[src/rtl/virtio_available_ring_unpacker_if.sv]
// Stream bundle for the available-ring unpacker: packed ring words in,
// one descriptor head per transfer out, plus per-queue consumption counters.
interface virtio_available_ring_unpacker_if #(
  parameter int unsigned QUEUES = 4
);
  logic                   rx_tvalid;
  logic                   rx_tready;
  logic [3:0][7:0]        rx_tdata;
  logic [3:0]             rx_tkeep;
  logic                   rx_tlast;
  logic [1:0]             rx_tid;
  logic                   tx_tvalid;
  logic                   tx_tready;
  logic [1:0][7:0]        tx_tdata;
  logic                   tx_tlast;
  logic                   tx_tuser;
  logic [1:0]             tx_tid;
  logic [QUEUES-1:0][15:0] consumed_idx;
  logic                   keep_error;

  modport slave (
    input  rx_tvalid, rx_tdata, rx_tkeep, rx_tlast, rx_tid, tx_tready,
    output rx_tready, tx_tvalid, tx_tdata, tx_tlast, tx_tuser, tx_tid,
           consumed_idx, keep_error
  );

  modport master (
    output rx_tvalid, rx_tdata, rx_tkeep, rx_tlast, rx_tid, tx_tready,
    input  rx_tready, tx_tvalid, tx_tdata, tx_tlast, tx_tuser, tx_tid,
           consumed_idx, keep_error
  );
endinterface

[src/rtl/virtio_available_ring_unpacker.sv]
// Splits 32-bit available-ring words (two 16-bit heads) into single descriptor
// heads, flags out-of-range indices and counts consumed heads per virtqueue.
module virtio_available_ring_unpacker #(
  parameter int unsigned QUEUE_SIZE = 256,
  parameter int unsigned QUEUES     = 4
) (
  input  logic aclk,
  input  logic areset_n,
  virtio_available_ring_unpacker_if.slave bus
);

  typedef enum logic [1:0] {EMPTY, LOW, HIGH} state_t;

  localparam logic [16:0] QUEUE_SIZE_17 = 17'(QUEUE_SIZE);

  state_t      state_reg, state_next;
  logic [31:0] data_reg;
  logic        hi_vld_reg;
  logic        last_reg;
  logic [1:0]  tid_reg;
  logic        run_reg;
  logic        keep_error_reg;
  logic [QUEUES-1:0][15:0] consumed_reg;

  logic        lo_ok, hi_ok, keep_bad;
  logic        is_last_half;
  logic        tx_valid, tx_hs, rx_ready, rx_hs;
  logic [15:0] cur_idx;
  logic        tid_bad;

  // A half counts only when both of its byte qualifiers are present.
  assign lo_ok    = bus.rx_tkeep[0] & bus.rx_tkeep[1];
  assign hi_ok    = bus.rx_tkeep[2] & bus.rx_tkeep[3];
  assign keep_bad = (bus.rx_tkeep[0] ^ bus.rx_tkeep[1]) |
                    (bus.rx_tkeep[2] ^ bus.rx_tkeep[3]);

  assign tid_bad  = (32'(tid_reg) >= QUEUES);
  assign cur_idx  = (state_reg == HIGH) ? data_reg[31:16] : data_reg[15:0];

  always_comb begin
    state_next   = state_reg;
    tx_valid     = (state_reg == LOW) || (state_reg == HIGH);
    is_last_half = (state_reg == HIGH) || ((state_reg == LOW) && !hi_vld_reg);
    tx_hs        = tx_valid && bus.tx_tready;
    // run_reg holds off acceptance until the first edge after reset release.
    rx_ready     = run_reg && ((state_reg == EMPTY) || (tx_hs && is_last_half));
    rx_hs        = bus.rx_tvalid && rx_ready;

    if (rx_hs) begin
      if (lo_ok)      state_next = LOW;
      else if (hi_ok) state_next = HIGH;
      else            state_next = EMPTY;
    end else if (tx_hs) begin
      if ((state_reg == LOW) && hi_vld_reg) state_next = HIGH;
      else                                  state_next = EMPTY;
    end
  end

  always_ff @(posedge aclk or negedge areset_n) begin
    if (!areset_n) begin
      state_reg      <= EMPTY;
      data_reg       <= '0;
      hi_vld_reg     <= 1'b0;
      last_reg       <= 1'b0;
      tid_reg        <= '0;
      run_reg        <= 1'b0;
      keep_error_reg <= 1'b0;
    end else begin
      state_reg      <= state_next;
      run_reg        <= 1'b1;
      keep_error_reg <= rx_hs && keep_bad;
      if (rx_hs) begin
        data_reg   <= bus.rx_tdata;
        hi_vld_reg <= hi_ok;
        last_reg   <= bus.rx_tlast;
        tid_reg    <= bus.rx_tid;
      end
    end
  end

  // Counters wrap naturally at 16 bits, matching virtio last_avail_idx.
  for (genvar gi = 0; gi < QUEUES; gi++) begin : g_queue
    always_ff @(posedge aclk or negedge areset_n) begin
      if (!areset_n)
        consumed_reg[gi] <= '0;
      else if (tx_hs && !tid_bad && (32'(tid_reg) == gi))
        consumed_reg[gi] <= consumed_reg[gi] + 16'd1;
    end
  end

  assign bus.rx_tready    = rx_ready;
  assign bus.tx_tvalid    = tx_valid;
  assign bus.tx_tdata     = cur_idx;
  assign bus.tx_tlast     = tx_valid && last_reg && is_last_half;
  assign bus.tx_tuser     = tx_valid && (({1'b0, cur_idx} >= QUEUE_SIZE_17) || tid_bad);
  assign bus.tx_tid       = tid_reg;
  assign bus.consumed_idx = consumed_reg;
  assign bus.keep_error   = keep_error_reg;

endmodule

[src/flat_wrapper.sv]
// flat-port wrapper written by rule: the top's interface ports become plain ports
module virtio_available_ring_unpacker_flat 
#(
  parameter int unsigned QUEUE_SIZE = 256,
  parameter int unsigned QUEUES     = 4
)
  (aclk, areset_n, bus_rx_tvalid, bus_rx_tdata, bus_rx_tkeep, bus_rx_tlast, bus_rx_tid, bus_tx_tready, bus_rx_tready, bus_tx_tvalid, bus_tx_tdata, bus_tx_tlast, bus_tx_tuser, bus_tx_tid, bus_consumed_idx, bus_keep_error);
  virtio_available_ring_unpacker_if #(.QUEUES(QUEUES)) bus_i ();
  input  logic aclk;
  input  logic areset_n;
  input wire logic [$bits(bus_i.rx_tvalid)-1:0] bus_rx_tvalid;
  input wire logic [$bits(bus_i.rx_tdata)-1:0] bus_rx_tdata;
  input wire logic [$bits(bus_i.rx_tkeep)-1:0] bus_rx_tkeep;
  input wire logic [$bits(bus_i.rx_tlast)-1:0] bus_rx_tlast;
  input wire logic [$bits(bus_i.rx_tid)-1:0] bus_rx_tid;
  input wire logic [$bits(bus_i.tx_tready)-1:0] bus_tx_tready;
  output wire logic [$bits(bus_i.rx_tready)-1:0] bus_rx_tready;
  output wire logic [$bits(bus_i.tx_tvalid)-1:0] bus_tx_tvalid;
  output wire logic [$bits(bus_i.tx_tdata)-1:0] bus_tx_tdata;
  output wire logic [$bits(bus_i.tx_tlast)-1:0] bus_tx_tlast;
  output wire logic [$bits(bus_i.tx_tuser)-1:0] bus_tx_tuser;
  output wire logic [$bits(bus_i.tx_tid)-1:0] bus_tx_tid;
  output wire logic [$bits(bus_i.consumed_idx)-1:0] bus_consumed_idx;
  output wire logic [$bits(bus_i.keep_error)-1:0] bus_keep_error;
  assign bus_i.rx_tvalid = bus_rx_tvalid;
  assign bus_i.rx_tdata = bus_rx_tdata;
  assign bus_i.rx_tkeep = bus_rx_tkeep;
  assign bus_i.rx_tlast = bus_rx_tlast;
  assign bus_i.rx_tid = bus_rx_tid;
  assign bus_i.tx_tready = bus_tx_tready;
  assign bus_rx_tready = bus_i.rx_tready;
  assign bus_tx_tvalid = bus_i.tx_tvalid;
  assign bus_tx_tdata = bus_i.tx_tdata;
  assign bus_tx_tlast = bus_i.tx_tlast;
  assign bus_tx_tuser = bus_i.tx_tuser;
  assign bus_tx_tid = bus_i.tx_tid;
  assign bus_consumed_idx = bus_i.consumed_idx;
  assign bus_keep_error = bus_i.keep_error;
  virtio_available_ring_unpacker #(.QUEUE_SIZE(QUEUE_SIZE), .QUEUES(QUEUES)) u_core (.aclk(aclk), .areset_n(areset_n), .bus(bus_i));
endmodule
[config.mk]
export PLATFORM = sky130hd
export DESIGN_NAME = virtio_available_ring_unpacker_flat
export DESIGN_NICKNAME = d
export VERILOG_FILES = /design/src/rtl/virtio_available_ring_unpacker_if.sv /design/src/rtl/virtio_available_ring_unpacker.sv /design/src/flat_wrapper.sv
export SDC_FILE = /design/constraint.sdc
export NUM_CORES = 1
export LEC_CHECK = 0
export BUFFER_PORTS_ARGS = -buffer_cell sky130_fd_sc_hd__buf_2
export CAP_MARGIN = 20
export CORE_MARGIN = 4
export CORE_UTILIZATION = 45
export CTS_BUF_LIST = sky130_fd_sc_hd__clkbuf_8 sky130_fd_sc_hd__clkbuf_16
export DETAILED_ROUTE_END_ITERATION = 7
export PLACE_DENSITY = 0.77
export SYNTH_ARGS = -nofsm -noshare
export SYNTH_HDL_FRONTEND = slang
export SYNTH_SLANG_ARGS = --single-unit
[constraint.sdc]
create_clock -name aclk -period 2.02 [get_ports aclk]
set_input_delay 0.101 -clock aclk [delete_from_list [all_inputs] [get_ports aclk]]
set_output_delay 0.101 -clock aclk [all_outputs]
set_load 0.03 [all_outputs]
After elaboration in Yosys (flattened, before gate mapping). Index checks and enable logic that the tools add are counted.

Logic and storage cells: 53. Register bits: 104. Output and inout bits: 87. Input bits: 43.

Order comparisons: 1. $add $sub $neg: 4. Eq/ne operators: 5. Bitwise operators: 5. Muxes and demuxes: 6. Reductions and logical operators: 21.

Operators by type and width (count): $add 16x1->16 const B (4); $ge 16x9->1 const B (1); $mux 16 (1); $logic_and 1x1->1 (14); $mux 2 (5); $eq 2x2->1 const B (3); $eq 2x1->1 const B (2); $logic_not 2->1 (2); $logic_or 1x1->1 (3); $and 1x1->1 (2); $reduce_bool 2->1 (1); $xor 1x1->1 (2); $logic_not 1->1 (1); $or 1x1->1 (1).

Depth between registers and ports, before layout. Gate-level depths: netlist of the first run.

Depth after elaboration: 8. Mapped depth: 9. Mapped depth without buffers: 6.

Worst setup path after synthesis of the first run. OpenSTA, ideal clock, no wires.

Path type: register -> register. Start: register u_core.state_reg[0]. End: register u_core.tid_reg[0], in the netlist u_core.bus.tx_tid[0]. Buffers on the path: 3. Stages on the path, launching flop included: 10. Slack: -0.312 ns. Period minus slack after synthesis: 2.332 ns. Arrival time: 2.205 ns. Data required time: 1.893 ns. Setup time: 0.127 ns. Cell sequence: dfrtp_1 > inv_1 > ha_1 > buf_2 > nand2_1 > o21bai_1 > a21oi_1 > buf_4 > buf_6 > mux2_1.

Longest elaborated chain between the ends: 7. Elaborated cells between the ends (all ways): 11. Classes of those cells: eq/ne (2); reduce/logical (9).

Ends and longest elaborated chain: start, declared (line virtio_available_ring_unpacker.sv:16) `state_t state_reg, state_next;`; start signal, assigned (line virtio_available_ring_unpacker.sv:69) `state_reg <= state_next;`; $eq 2x1->1 or $eq 2x2->1 (tied branches) (line virtio_available_ring_unpacker.sv:42) `tx_valid = (state_reg == LOW) || (state_reg == HIGH);`; $logic_or 1x1->1 (*) (line virtio_available_ring_unpacker.sv:42); net bus_tx_tvalid (line flat_wrapper.sv:18) `output wire logic [$bits(bus_i.tx_tvalid)-1:0] bus_tx_tvalid;`; $logic_and 1x1->1 (*) (line virtio_available_ring_unpacker.sv:44) `tx_hs = tx_valid && bus.tx_tready;`; $logic_and 1x1->1 (*) (line virtio_available_ring_unpacker.sv:46) `rx_ready = run_reg && ((state_reg == EMPTY) || (tx_hs && is_last_half));`; $logic_or 1x1->1 (*) (line virtio_available_ring_unpacker.sv:46); $logic_and 1x1->1 (*) (line virtio_available_ring_unpacker.sv:46); $logic_and 1x1->1 (*) (line virtio_available_ring_unpacker.sv:47) `rx_hs = bus.rx_tvalid && rx_ready;`; end signal, assigned (line virtio_available_ring_unpacker.sv:76) `tid_reg <= bus.rx_tid;`; end, declared (line virtio_available_ring_unpacker.sv:20) `logic [1:0] tid_reg;`.

The timed path passes the listed nets; every way through them passes the cells marked *. A chain may end at the register's enable or synchronous reset.

Worst setup path after layout of the first run.
Start: register u_core.state_reg[0]. End: output port bus_tx_tuser.

Longest elaborated chain between the ends: 4. Elaborated cells between the ends (all ways): 6. Classes of those cells: order compare (1); eq/ne (2); mux (1); reduce/logical (2).

Ends and longest elaborated chain: $eq 2x2->1 (line virtio_available_ring_unpacker.sv:38, virtio_available_ring_unpacker.sv:42); $mux 16 (line virtio_available_ring_unpacker.sv:38) `assign cur_idx = (state_reg == HIGH) ? data_reg[31:16] : data_reg[15:0];`; $ge 16x9->1 (line virtio_available_ring_unpacker.sv:95) `assign bus.tx_tuser = tx_valid && (({1'b0, cur_idx} >= QUEUE_SIZE_17) || tid_bad);`; $logic_and 1x1->1 (*) (line virtio_available_ring_unpacker.sv:95); end, declared (line flat_wrapper.sv:21) `output wire logic [$bits(bus_i.tx_tuser)-1:0] bus_tx_tuser;`.

Every way passes the cells marked *; elsewhere a longest branch is shown, timed or not.

==> results.sh, run 1 <==
export IMPL_hold_viol=0
export IMPL_finalPower_mw=7.73
export IMPL_postPlaceCellArea_sq_um=5630
export IMPL_routed_wirelength_microns=11800
export IMPL_p_sw_mw=2.98
export IMPL_clk_path_buf_depth=2
export IMPL_grt_antenna_before_repair=0
export IMPL_synth_compound_area_share_pct=1.42
export IMPL_cap_violations=0
export IMPL_cp_required_ns=1.92
export IMPL_synthTopCellsByArea="dfrtp_1 (56%), mux2_2 (12%), xnor2_1 (8.0%), xor2_1 (3.2%), nand2_1 (2.6%)"
export IMPL_fp_row_count=36
export IMPL_critPathKind="flip-flop to output port"
export IMPL_io_pins=130
export IMPL_gp_congestion=0.776
export IMPL_multiInputGateArea_sq_um=2140
export IMPL_synth_mux_area_share_pct=13.7
export IMPL_layout_setup_ws_ns=-0.0527
export IMPL_synthAdderAreaFrac_pct=2.41
export IMPL_period_needed_ns=2.07
export IMPL_syn_to_final_growth_pct=38.1
export IMPL_syn_avg_cell_area_sq_um=12.5
export IMPL_setup_tns_ns=-0.0965
export IMPL_synthCells=376
export IMPL_drt_iter0_markers=135
export IMPL_yosysTopAreaCellShare_pct=55.6
export IMPL_cts_tree="built"
export IMPL_startpoint_type="flip-flop"
export IMPL_vdd_ir_drop_worst_v=0.00118
export IMPL_hold_class="input pin to flip-flop"
export IMPL_ys_seq_area_share_pct=55.6
export IMPL_power_frac_seq_pct=39.6
export IMPL_wire_per_inst_microns=16.6
export IMPL_syn_num_nets=428
export IMPL_clk_latency_ns=0.36
export IMPL_grt_max_degree=49
export IMPL_async_reset_ff_share_pct=100
export IMPL_clkPwrFrac_pct=17.4
export IMPL_synth_commonest_cells="dfrtp_1 (104), mux2_2 (48), xnor2_1 (43), nand2_1 (32), nor2_1 (18)"
export IMPL_synth_top_family_by_area="simple AND/OR/NAND/NOR gates"
export IMPL_fillers=727
export IMPL_slew_viol_final=0
export IMPL_vias_per_cell=5.06
export IMPL_fp_dieH_microns=110
export IMPL_grt_pass1_vias=3787
export IMPL_ys_warn_count=0
export IMPL_crit_path_end_kind="output port"
export IMPL_skew_ns=0.0104
export IMPL_port_buffers=129
export IMPL_cp_max_fo=5
export IMPL_design_area_sq_um=6470
export IMPL_seq_area_sq_um=2600
export IMPL_fp_dieW_microns=110
export IMPL_drive_gt1_share_pct=42.9
export IMPL_yosys_area_top_type="dfrtp_1"
export IMPL_synth_xor_area_share_pct=11.2
export IMPL_antenna_cells=0
export IMPL_powerDensity_nw_per_um2=1190
export IMPL_ys_types=41
export IMPL_crit_arrival_ns=1.97
export IMPL_drtPass1Iterations=4
export IMPL_clk_transition_reported_paths_ns=0.10
export IMPL_route_detailed_drc=0
export IMPL_cts_sinks=104
export IMPL_cts_inserted_buffers=9
export IMPL_status="complete, but fails checks"
export IMPL_cts_max_level=3
export IMPL_grt_total_usage_pct=19.8
export IMPL_dominantRegCellSynth="dfrtp_1"
export IMPL_drtAntennaViolNets=0
export IMPL_largest_register_ffs=64
export IMPL_switching_share_pct=38.5
export IMPL_cts_root_buffer="clkbuf_8"
export IMPL_grt_ovfl_total=0
export IMPL_maxSlewHeadroom_pct=59.0
export IMPL_violations="negative setup slack"
export IMPL_combPwrFrac_pct=43.0
export IMPL_initial_core_util_pct=47.0
export IMPL_internal_power_mw=4.75
export IMPL_synth_seq_cells=104
export IMPL_hpwlAfterDp_microns=7630
export IMPL_worst_pin_slew_ns=0.616
export IMPL_fin_nets=624
export IMPL_synth_area_sq_um=4680
export IMPL_rsz0062_at_grt="true"
export IMPL_fmax_mhz=482
export IMPL_grt_pass1_wl_microns=18700
export IMPL_period_share_pct=103
export IMPL_synth_edff_count=0
export IMPL_yosysMostFrequentCell="dfrtp_1"
export IMPL_core_area_sq_um=9950
export IMPL_dieArea_sq_um=12100
export IMPL_leakage_nw=3.21
export IMPL_vias=3584
export IMPL_synth_simple_area_share_pct=13.9
export IMPL_setup_viol_count_final=6
==> power groups by stage <==
stage | sequential [mW] | clock, mW | combinational [mW]
after detailed placement | 3.04 | 0 | 2.88
after global placement | 3.00 | 0 | 2.83
after CTS | 3.01 | 1.37 | 3.04
final | 3.06 | 1.34 | 3.33
after floorplan | 3.15 | 0 | 1.90
after global routing | 3.13 | 1.46 | 3.55
==> path summary, 6_finish.rpt <==
kind / from / to / slack, ns / cells after the start
max in group asynchronous: areset_n / u_core.data_reg[9] / 1.00 / 3
max reg2reg: u_core.state_reg[1] / u_core.data_reg[16] / -0.02 / 8
max: u_core.state_reg[0] / bus_tx_tuser / -0.05 / 5
min reg2reg: u_core.bus.consumed_idx[31] / u_core.bus.consumed_idx[31] / 0.47 / 1
min in group asynchronous: areset_n / u_core.bus.consumed_idx[4] / 0.29 / 2
min: bus_rx_tkeep[1] / u_core.bus.keep_error / 0.07 / 3
==> kinds of logic (layout without fill, tap and decap cells) <==
| family | Yosys count | count (layout) |
|---|---|---|
| other cells | 1 | 1 |
| buf+inv | 17 | 217 |
| simple gates | 119 | 119 |
| compound gates | 9 | 9 |
| mux | 57 | 57 |
| fa+ha+maj | 9 | 9 |
| xor+xnor | 60 | 60 |
| flops | 104 | 104 |
==> final cells by class <==
| cell class | instances | area share (%) |
|---|---|---|
| Sequential cell | 104 | 40.2 |
| Tap cell | 133 | 2.57 |
| Clock buffer | 12 | 2.55 |
| Inverter | 7 | 0.406 |
| Timing Repair Buffer | 195 | 20.5 |
| Multi-Input combinational cell | 255 | 33.1 |
| Clock inverter | 3 | 0.619 |
==> critical path: stages (launching register included) <==
cell,delay (ns)
dfrtp_1,0.41
inv_2,0.10
ha_4,0.19
mux2_4,0.33
o41a_1,0.43
buf_6,0.15
==> per-stage QoR <==
stage / utilization (%) / hold slack (ns) / worst slack (ns) / instances
finish: 65.0 / 0.0664 / -0.0527 / 709
global route: 65.0 / 0.0981 / -0.154 / 709
CTS: 62.8 / 0.0481 / -0.0535 / 695
detailed placement: 56.5 / 0.156 / 0.0201 / 642
global placement: 56.5 / 0.145 / 0.0956 / 642
floorplan: - / -0.195 / -0.00103 / 376
==> what timing repair did <==
| action | 4_1_cts | 5_1_grt |
|---|---|---|
| cloned | 0 | 3 |
| hold endpoints to repair | 79 | 0 |
| setup endpoints to repair | 2 | 54 |
| resized for setup | 9 | 12 |
| hold buffers | 36 | 0 |
| buffers inserted | 2 | 11 |
| pin swaps | 3 | 6 |
==> per-layer routing <==
metal	vias to the layer above	part of all wire (%)	track usage, %
li1	1700	-	-
met1	1778	41	24.8
met2	97	52	34.0
met3	9	5.6	4.60
met4	0	1.2	6.50
met5	-	0	0
==> cell usage in the layout (no fill, tap or decap), types with 2 or more instances in the layout <==
| cell | instances |
|---|---|
| buf_4 | 24 |
| dlygate4sd3_1 | 36 |
| clkinv_2 | 2 |
| inv_2 | 2 |
| nor3_1 | 4 |
| mux2i_1 | 2 |
| nor2_1 | 18 |
| nor3_2 | 3 |
| buf_6 | 2 |
| ha_4 | 2 |
| clkbuf_8 | 12 |
| nor3_4 | 2 |
| dfrtp_1 | 104 |
| mux2_4 | 9 |
| inv_1 | 5 |
| buf_2 | 126 |
| ha_1 | 7 |
| a21oi_1 | 2 |
| nand3_1 | 16 |
| xor2_1 | 17 |
| buf_12 | 3 |
| xnor2_1 | 43 |
| and4_1 | 8 |
| and3_1 | 6 |
| mux2_2 | 46 |
| nor4_2 | 2 |
| clkbuf_16 | 2 |
| nand4_1 | 17 |
| nand2_1 | 31 |
No activity file was read; power rests on OpenSTA's default activity.
==> run 2: changes to the inputs <==
--- a/config.mk
+++ b/config.mk
@@ -5,13 +5,14 @@
 export SDC_FILE = /design/constraint.sdc
 export NUM_CORES = 1
 export LEC_CHECK = 0
+export ABC_AREA = 1
 export BUFFER_PORTS_ARGS = -buffer_cell sky130_fd_sc_hd__buf_2
 export CAP_MARGIN = 20
 export CORE_MARGIN = 4
 export CORE_UTILIZATION = 45
 export CTS_BUF_LIST = sky130_fd_sc_hd__clkbuf_8 sky130_fd_sc_hd__clkbuf_16
 export DETAILED_ROUTE_END_ITERATION = 7
-export PLACE_DENSITY = 0.77
+export PLACE_DENSITY = 0.75
 export SYNTH_ARGS = -nofsm -noshare
 export SYNTH_HDL_FRONTEND = slang
 export SYNTH_SLANG_ARGS = --single-unit
==> results.sh, run 2 <==
export IMPL_powerDensity_nw_per_um2=1260
export IMPL_cp_max_fo=16
export IMPL_synth_seq_cells=104
export IMPL_most_common_layout_cells="nand2_1 (323), buf_2 (126), dfrtp_1 (104)"
export IMPL_yosys_area_top_type="dfrtp_1"
export IMPL_layout_setup_ws_ns=0.0843
export IMPL_hpwlAfterDp_microns=8900
export IMPL_slew_viol_final=0
export IMPL_grt_antenna_before_repair=0
export IMPL_period_share_pct=95.8
export IMPL_grt_pass1_wl_microns=22600
export IMPL_yosysMostFrequentCell="nand2_1"
export IMPL_syn_num_nets=787
export IMPL_violations="negative hold slack"
export IMPL_reg2reg_from="u_core.state_reg[1]"
export IMPL_status="complete, but fails checks"
export IMPL_grt_ovfl_total=0
export IMPL_whs_path_depth=3
export IMPL_async_reset_ff_share_pct=100
export IMPL_synthTopCellsByArea="dfrtp_1 (47%), nand2_1 (22%), nand3_1 (5.0%), nor2_1 (4.7%), inv_1 (4.1%)"
export IMPL_drive_gt1_share_pct=20.3
export IMPL_routed_wirelength_microns=13600
export IMPL_place_ws_ns=0.132
export IMPL_regToRegEndpoint="u_core.data_reg[5]"
export IMPL_ys_warn_count=0
export IMPL_cts_root_buffer="clkbuf_16"
export IMPL_largest_register_ffs=64
export IMPL_syn_to_final_growth_pct=30.0
export IMPL_hold_start="bus_rx_tdata[27]"
export IMPL_yosysTopAreaCellShare_pct=47.3
export IMPL_cp_required_ns=1.92
export IMPL_whs_endpoint="u_core.data_reg[27]"
export IMPL_cts_inserted_buffers=9
export IMPL_crit_arrival_ns=1.83
export IMPL_vias_per_cell=4.95
export IMPL_grt_max_degree=105
export IMPL_synth_edff_count=0
export IMPL_maxSlewHeadroom_pct=64.0
export IMPL_grt_pass1_vias=4754
export IMPL_grt_total_usage_pct=19.6
export IMPL_syn_avg_cell_area_sq_um=7.48
export IMPL_crit_path_end_kind="output port"
export IMPL_synth_commonest_cells="nand2_1 (323), dfrtp_1 (104), nor2_1 (69), inv_1 (60), nand3_1 (55)"
export IMPL_ys_seq_area_share_pct=47.3
export IMPL_route_detailed_drc=0
export IMPL_dominantRegCellSynth="dfrtp_1"
export IMPL_clk_transition_reported_paths_ns=0.07
export IMPL_worst_hold_slack_ns=-0.00542
export IMPL_leakage_nw=3.82
export IMPL_io_pins=130
export IMPL_drtAntennaViolNets=0
export IMPL_synthCells=735
export IMPL_synth_area_sq_um=5500
export IMPL_dieArea_sq_um=14100
export IMPL_ys_types=31
export IMPL_gp_congestion=0.821
export IMPL_critPathKind="flip-flop to output port"
export IMPL_worst_pin_slew_ns=0.539
export IMPL_drtPass1Iterations=5
export IMPL_vdd_ir_drop_worst_v=0.000820
export IMPL_fillers=1072
export IMPL_clk_path_buf_depth=2
export IMPL_skew_ns=0.00815
export IMPL_cts_max_level=3
export IMPL_fp_dieW_microns=119
export IMPL_hold_viol=2
export IMPL_r2r_cells=10
export IMPL_setup_viol_count_final=0
export IMPL_initial_core_util_pct=45.8
export IMPL_clk_latency_ns=0.35
export IMPL_fp_row_count=40
export IMPL_wire_per_inst_microns=12.8
export IMPL_core_area_sq_um=12000
export IMPL_port_buffers=129
export IMPL_fin_nets=960
export IMPL_vias=5252
export IMPL_fp_dieH_microns=119
export IMPL_fmax_mhz=517
export IMPL_cap_violations=0
export IMPL_r2r_slack_ns=0.17
export IMPL_cts_sinks=104
export IMPL_period_needed_ns=1.94
export IMPL_cts_tree="built"
export IMPL_startpoint_type="flip-flop"
export IMPL_drt_iter0_markers=442
export IMPL_hold_class="input pin to flip-flop"
export IMPL_final_common_cell="nand2_1"
export IMPL_antenna_cells=0
run 2: cell count changes in the layout (fill, tap and decap cells not counted), sizes merged, moves of 11 or more:
cell and change:
nor2 +55, o21ai +27, xnor2 -26, mux2 -55, nand3 +41, buf -11
inv +58, nand2 +294
run 2: cells by family (layout without fill, tap and decap cells):
kind of cell	Yosys count	after routing	synth area share (%)
fa+ha+maj	9	9	2.05
buf+inv	80	258	5.94
flops	104	104	47.3
compound gates	29	29	2.78
simple gates	485	485	37.5
xor+xnor	27	27	4.30
other cells	1	1	0.0682
run 2: how the worst max path moves through the flow:
stage | startpoint | endpoint | slack, ns | depth (start not counted)
final | u_core.state_reg[1] | bus_tx_tuser | 0.08 | 8
after global routing | u_core.state_reg[0] | bus_tx_tuser | -0.008 | 9
after CTS | u_core.state_reg[0] | bus_rx_tready | 0.02 | 8
after detailed placement | u_core.state_reg[0] | u_core.bus.consumed_idx[12] | 0.13 | 10
after global placement | u_core.state_reg[0] | u_core.bus.consumed_idx[14] | 0.18 | 10
after floorplan | u_core.state_reg[0] | bus_tx_tuser | 0.07 | 10
run 2: what timing repair did:
item | 4_1_cts | 5_1_grt
endpoints found under the setup margin | 2 | 39
cloned | 1 | 0
hold buffers | 32 | 0
pin swaps | 1 | 1
buffers inserted | 2 | 2
gates resized for setup | 2 | 9
hold endpoints to repair | 135 | 0
run 2: final cells by class:
| type | instances | area (sq um) | area share, % |
|---|---|---|---|
| repair buffers | 179 | 1190 | 16.7 |
| clock inverters | 5 | 86.3 | 1.21 |
| clock buffers | 11 | 253 | 3.53 |
| flip-flops and latches | 104 | 2600 | 36.4 |
| inverters | 63 | 239 | 3.34 |
| multi-input cells | 551 | 2590 | 36.3 |
| well taps | 147 | 184 | 2.57 |
run 2: stage by stage:
step / std cells / instance area [sq um] / util [%] / setup TNS [ns] / power (mW)
global placement: 1008 / 6400 / 53.3 / 0 / 6.77
CTS: 1058 / 7100 / 59.1 / 0 / 8.96
floorplan: 735 / 5500 / - / 0 / 5.66
finish: 1060 / 7150 / 59.5 / 0 / 9.02
detailed placement: 1008 / 6400 / 53.3 / 0 / 6.83
global route: 1060 / 7150 / 59.5 / -0.0132 / 9.61
run 2: layer usage:
layer	global-route usage, %	up-vias	share of wire (%)
li1	-	2642	-
met1	26.2	2389	44
met2	30.4	190	47
met3	4.02	31	6.4
met4	9.27	0	2.8
met5	0	-	0
run 2: where the power goes:
part	switching (mW)	total (mW)	internal, mW
Combinational	2.53	3.80	1.28
Clock	0.782	1.95	1.16
Sequential	0.581	3.27	2.68
run 2: worst max-delay path: stages (launching register included):
cell	delay [ns]
dfrtp_1	0.42
ha_4	0.20
buf_8	0.15
nand2_1	0.06
nand2_1	0.07
nor2_1	0.13
nand4_1	0.11
and2_1	0.17
clkbuf_4	0.18
==> run 3: changes to the inputs <==
--- a/config.mk
+++ b/config.mk
@@ -8,11 +8,11 @@
 export ABC_AREA = 1
 export BUFFER_PORTS_ARGS = -buffer_cell sky130_fd_sc_hd__buf_2
 export CAP_MARGIN = 20
-export CORE_MARGIN = 4
 export CORE_UTILIZATION = 45
 export CTS_BUF_LIST = sky130_fd_sc_hd__clkbuf_8 sky130_fd_sc_hd__clkbuf_16
 export DETAILED_ROUTE_END_ITERATION = 7
 export PLACE_DENSITY = 0.75
+export RECOVER_POWER = 50
 export SYNTH_ARGS = -nofsm -noshare
 export SYNTH_HDL_FRONTEND = slang
 export SYNTH_SLANG_ARGS = --single-unit
==> results.sh, run 3 (synthesis results as in run 2) <==
export IMPL_grt_antenna_before_repair=0
export IMPL_r2r_slack_ns=0.18
export IMPL_crit_slowest_cell="dfrtp_1"
export IMPL_drive_gt1_share_pct=17.8
export IMPL_hold_viol=0
export IMPL_vdd_ir_drop_worst_v=0.000699
export IMPL_routed_wirelength_microns=14300
export IMPL_dieArea_sq_um=12700
export IMPL_p_sw_mw=4.02
export IMPL_power_frac_seq_pct=35.6
export IMPL_final_common_cell="nand2_1"
export IMPL_worst_pin_slew_ns=0.849
export IMPL_vias=5264
export IMPL_io_pins=130
export IMPL_hold_class="input pin to flip-flop"
export IMPL_hpwlAfterDp_microns=9240
export IMPL_worst_hold_slack_ns=0.122
export IMPL_antenna_cells=0
export IMPL_skew_ns=0.00898
export IMPL_regToRegEndpoint="u_core.data_reg[12]"
export IMPL_grt_pass1_wl_microns=23900
export IMPL_largest_register_ffs=64
export IMPL_whs_endpoint="u_core.bus.keep_error"
export IMPL_cp_required_ns=1.92
export IMPL_slew_viol_final=0
export IMPL_cap_violations=0
export IMPL_fillers=1082
export IMPL_setup_viol_count_final=0
export IMPL_whs_path_depth=4
export IMPL_path_buf_inv=3
export IMPL_fp_dieW_microns=113
export IMPL_crit_arrival_ns=1.88
export IMPL_vias_per_cell=4.93
export IMPL_leakage_nw=3.71
export IMPL_drt_iter0_markers=356
export IMPL_final_util_pct=60.6
export IMPL_max_stage_delay_ns=0.40
export IMPL_wire_per_inst_microns=13.4
export IMPL_fmax_mhz=504
export IMPL_most_common_layout_cells="nand2_1 (309), dfrtp_1 (104), buf_2 (84)"
export IMPL_drtAntennaViolNets=0
export IMPL_cts_sinks=104
export IMPL_startpoint_type="flip-flop"
export IMPL_syn_to_final_growth_pct=31.9
export IMPL_period_needed_ns=1.99
export IMPL_internal_power_mw=5.20
export IMPL_fp_row_count=40
export IMPL_cts_inserted_buffers=9
export IMPL_clk_path_buf_depth=2
export IMPL_maxSlewHeadroom_pct=43.4
export IMPL_critPathTopFamily="simple AND/OR/NAND/NOR gates"
export IMPL_clk_latency_ns=0.36
export IMPL_clk_transition_reported_paths_ns=0.07
export IMPL_combPwrFrac_pct=43.9
export IMPL_critPathKind="flip-flop to output port"
export IMPL_switching_share_pct=43.6
export IMPL_grt_pass1_vias=4976
export IMPL_crit_path_end_kind="output port"
export IMPL_port_buffers=129
export IMPL_hold_start="bus_rx_tkeep[3]"
export IMPL_cts_tree="built"
export IMPL_grt_ovfl_total=0
export IMPL_status="finished clean"
export IMPL_path_cells="buf_6 -> ha_4 -> clkbuf_16 -> nand2_4 -> nand2_4 -> nor2_2 -> nand4_1 -> and2_4 -> buf_6"
export IMPL_clkPwrFrac_pct=20.5
export IMPL_route_detailed_drc=0
export IMPL_initial_core_util_pct=46.0
export IMPL_cp_max_fo=4
export IMPL_rsz0062_at_grt="true"
export IMPL_core_area_sq_um=12000
export IMPL_powerDensity_nw_per_um2=1270
export IMPL_cts_root_buffer="clkbuf_16"
export IMPL_grt_total_usage_pct=23.8
export IMPL_grt_max_degree=53
export IMPL_fp_dieH_microns=113
export IMPL_period_share_pct=98.3
export IMPL_r2r_cells=10
export IMPL_drtPass1Iterations=4
export IMPL_cts_max_level=3
export IMPL_reg2reg_from="u_core.state_reg[1]"
export IMPL_fin_nets=967
export IMPL_gp_congestion=0.812
-- run 3: stage by stage --
step,setup WS (ns),instance area (sq um),instances,power (mW),TNS [ns]
after floorplan,0.0729,5500,735,5.66,0
after global placement,0.258,6390,1006,6.73,0
after detailed placement,0.191,6390,1006,6.80,0
after CTS,0.000955,7190,1062,9.03,0
after global routing,-0.0485,7250,1067,9.83,-0.0485
final,0.0340,7250,1067,9.22,0
-- run 3: layout make-up --
| type | count | area [sq um] | share of cell area (%) |
|---|---|---|---|
| Multi-Input combinational cell | 551 | 2680 | 36.9 |
| Sequential cell | 104 | 2600 | 35.9 |
| Timing Repair Buffer | 186 | 1230 | 16.9 |
| Inverter | 63 | 241 | 3.33 |
| Clock buffer | 10 | 239 | 3.30 |
| Tap cell | 147 | 184 | 2.54 |
| Clock inverter | 6 | 82.6 | 1.14 |
-- run 3: power by group through the flow --
| stage | Clock [mW] | Combinational, mW | Sequential [mW] |
|---|---|---|---|
| 6_report | 1.89 | 4.05 | 3.28 |
| 5_1_grt | 2.01 | 4.44 | 3.37 |
| 4_1_cts | 1.93 | 3.85 | 3.25 |
| 3_5_place_dp | 0 | 3.53 | 3.27 |
| 3_3_place_gp | 0 | 3.45 | 3.28 |
| 2_1_floorplan | 0 | 2.01 | 3.65 |
-- run 3: timing repair --
action,CTS,global route
pin swaps,6,14
setup buffers,4,3
hold buffers,35,1
setup endpoints to repair,2,6
gates resized for setup,13,25
hold endpoints to repair,65,1
cloned,1,1
-- run 3: worst max-delay path by stage --
stage                   startpoint                          to  depth (start not counted)  slack [ns]
5_1_grt        u_core.state_reg[1]                bus_tx_tuser                          9       -0.05
2_1_floorplan  u_core.state_reg[0]                bus_tx_tuser                         10        0.07
3_3_place_gp   u_core.state_reg[0]  u_core.bus.consumed_idx[7]                          9        0.26
3_5_place_dp   u_core.state_reg[1]  u_core.bus.consumed_idx[7]                          9        0.19
6_report       u_core.state_reg[1]                bus_tx_tuser                          9        0.03
4_1_cts        u_core.state_reg[1]                bus_tx_tuser                          9       0.001
-- run 3: layer usage --
metal	global-route usage, %	wire (microns)	share of wire, %
met1	32.1	6670	47
met2	37.4	6630	46
met5	0	0	0
met4	10.9	392	2.7
met3	4.05	588	4.1
-- run 3: tightest hold or removal path, delay by kind of cell --
kind | cells | cell delay (ns)
simple gates | 2 | 0.15
fa+ha+maj | 1 | 0.11
buf+inv | 1 | 0.08
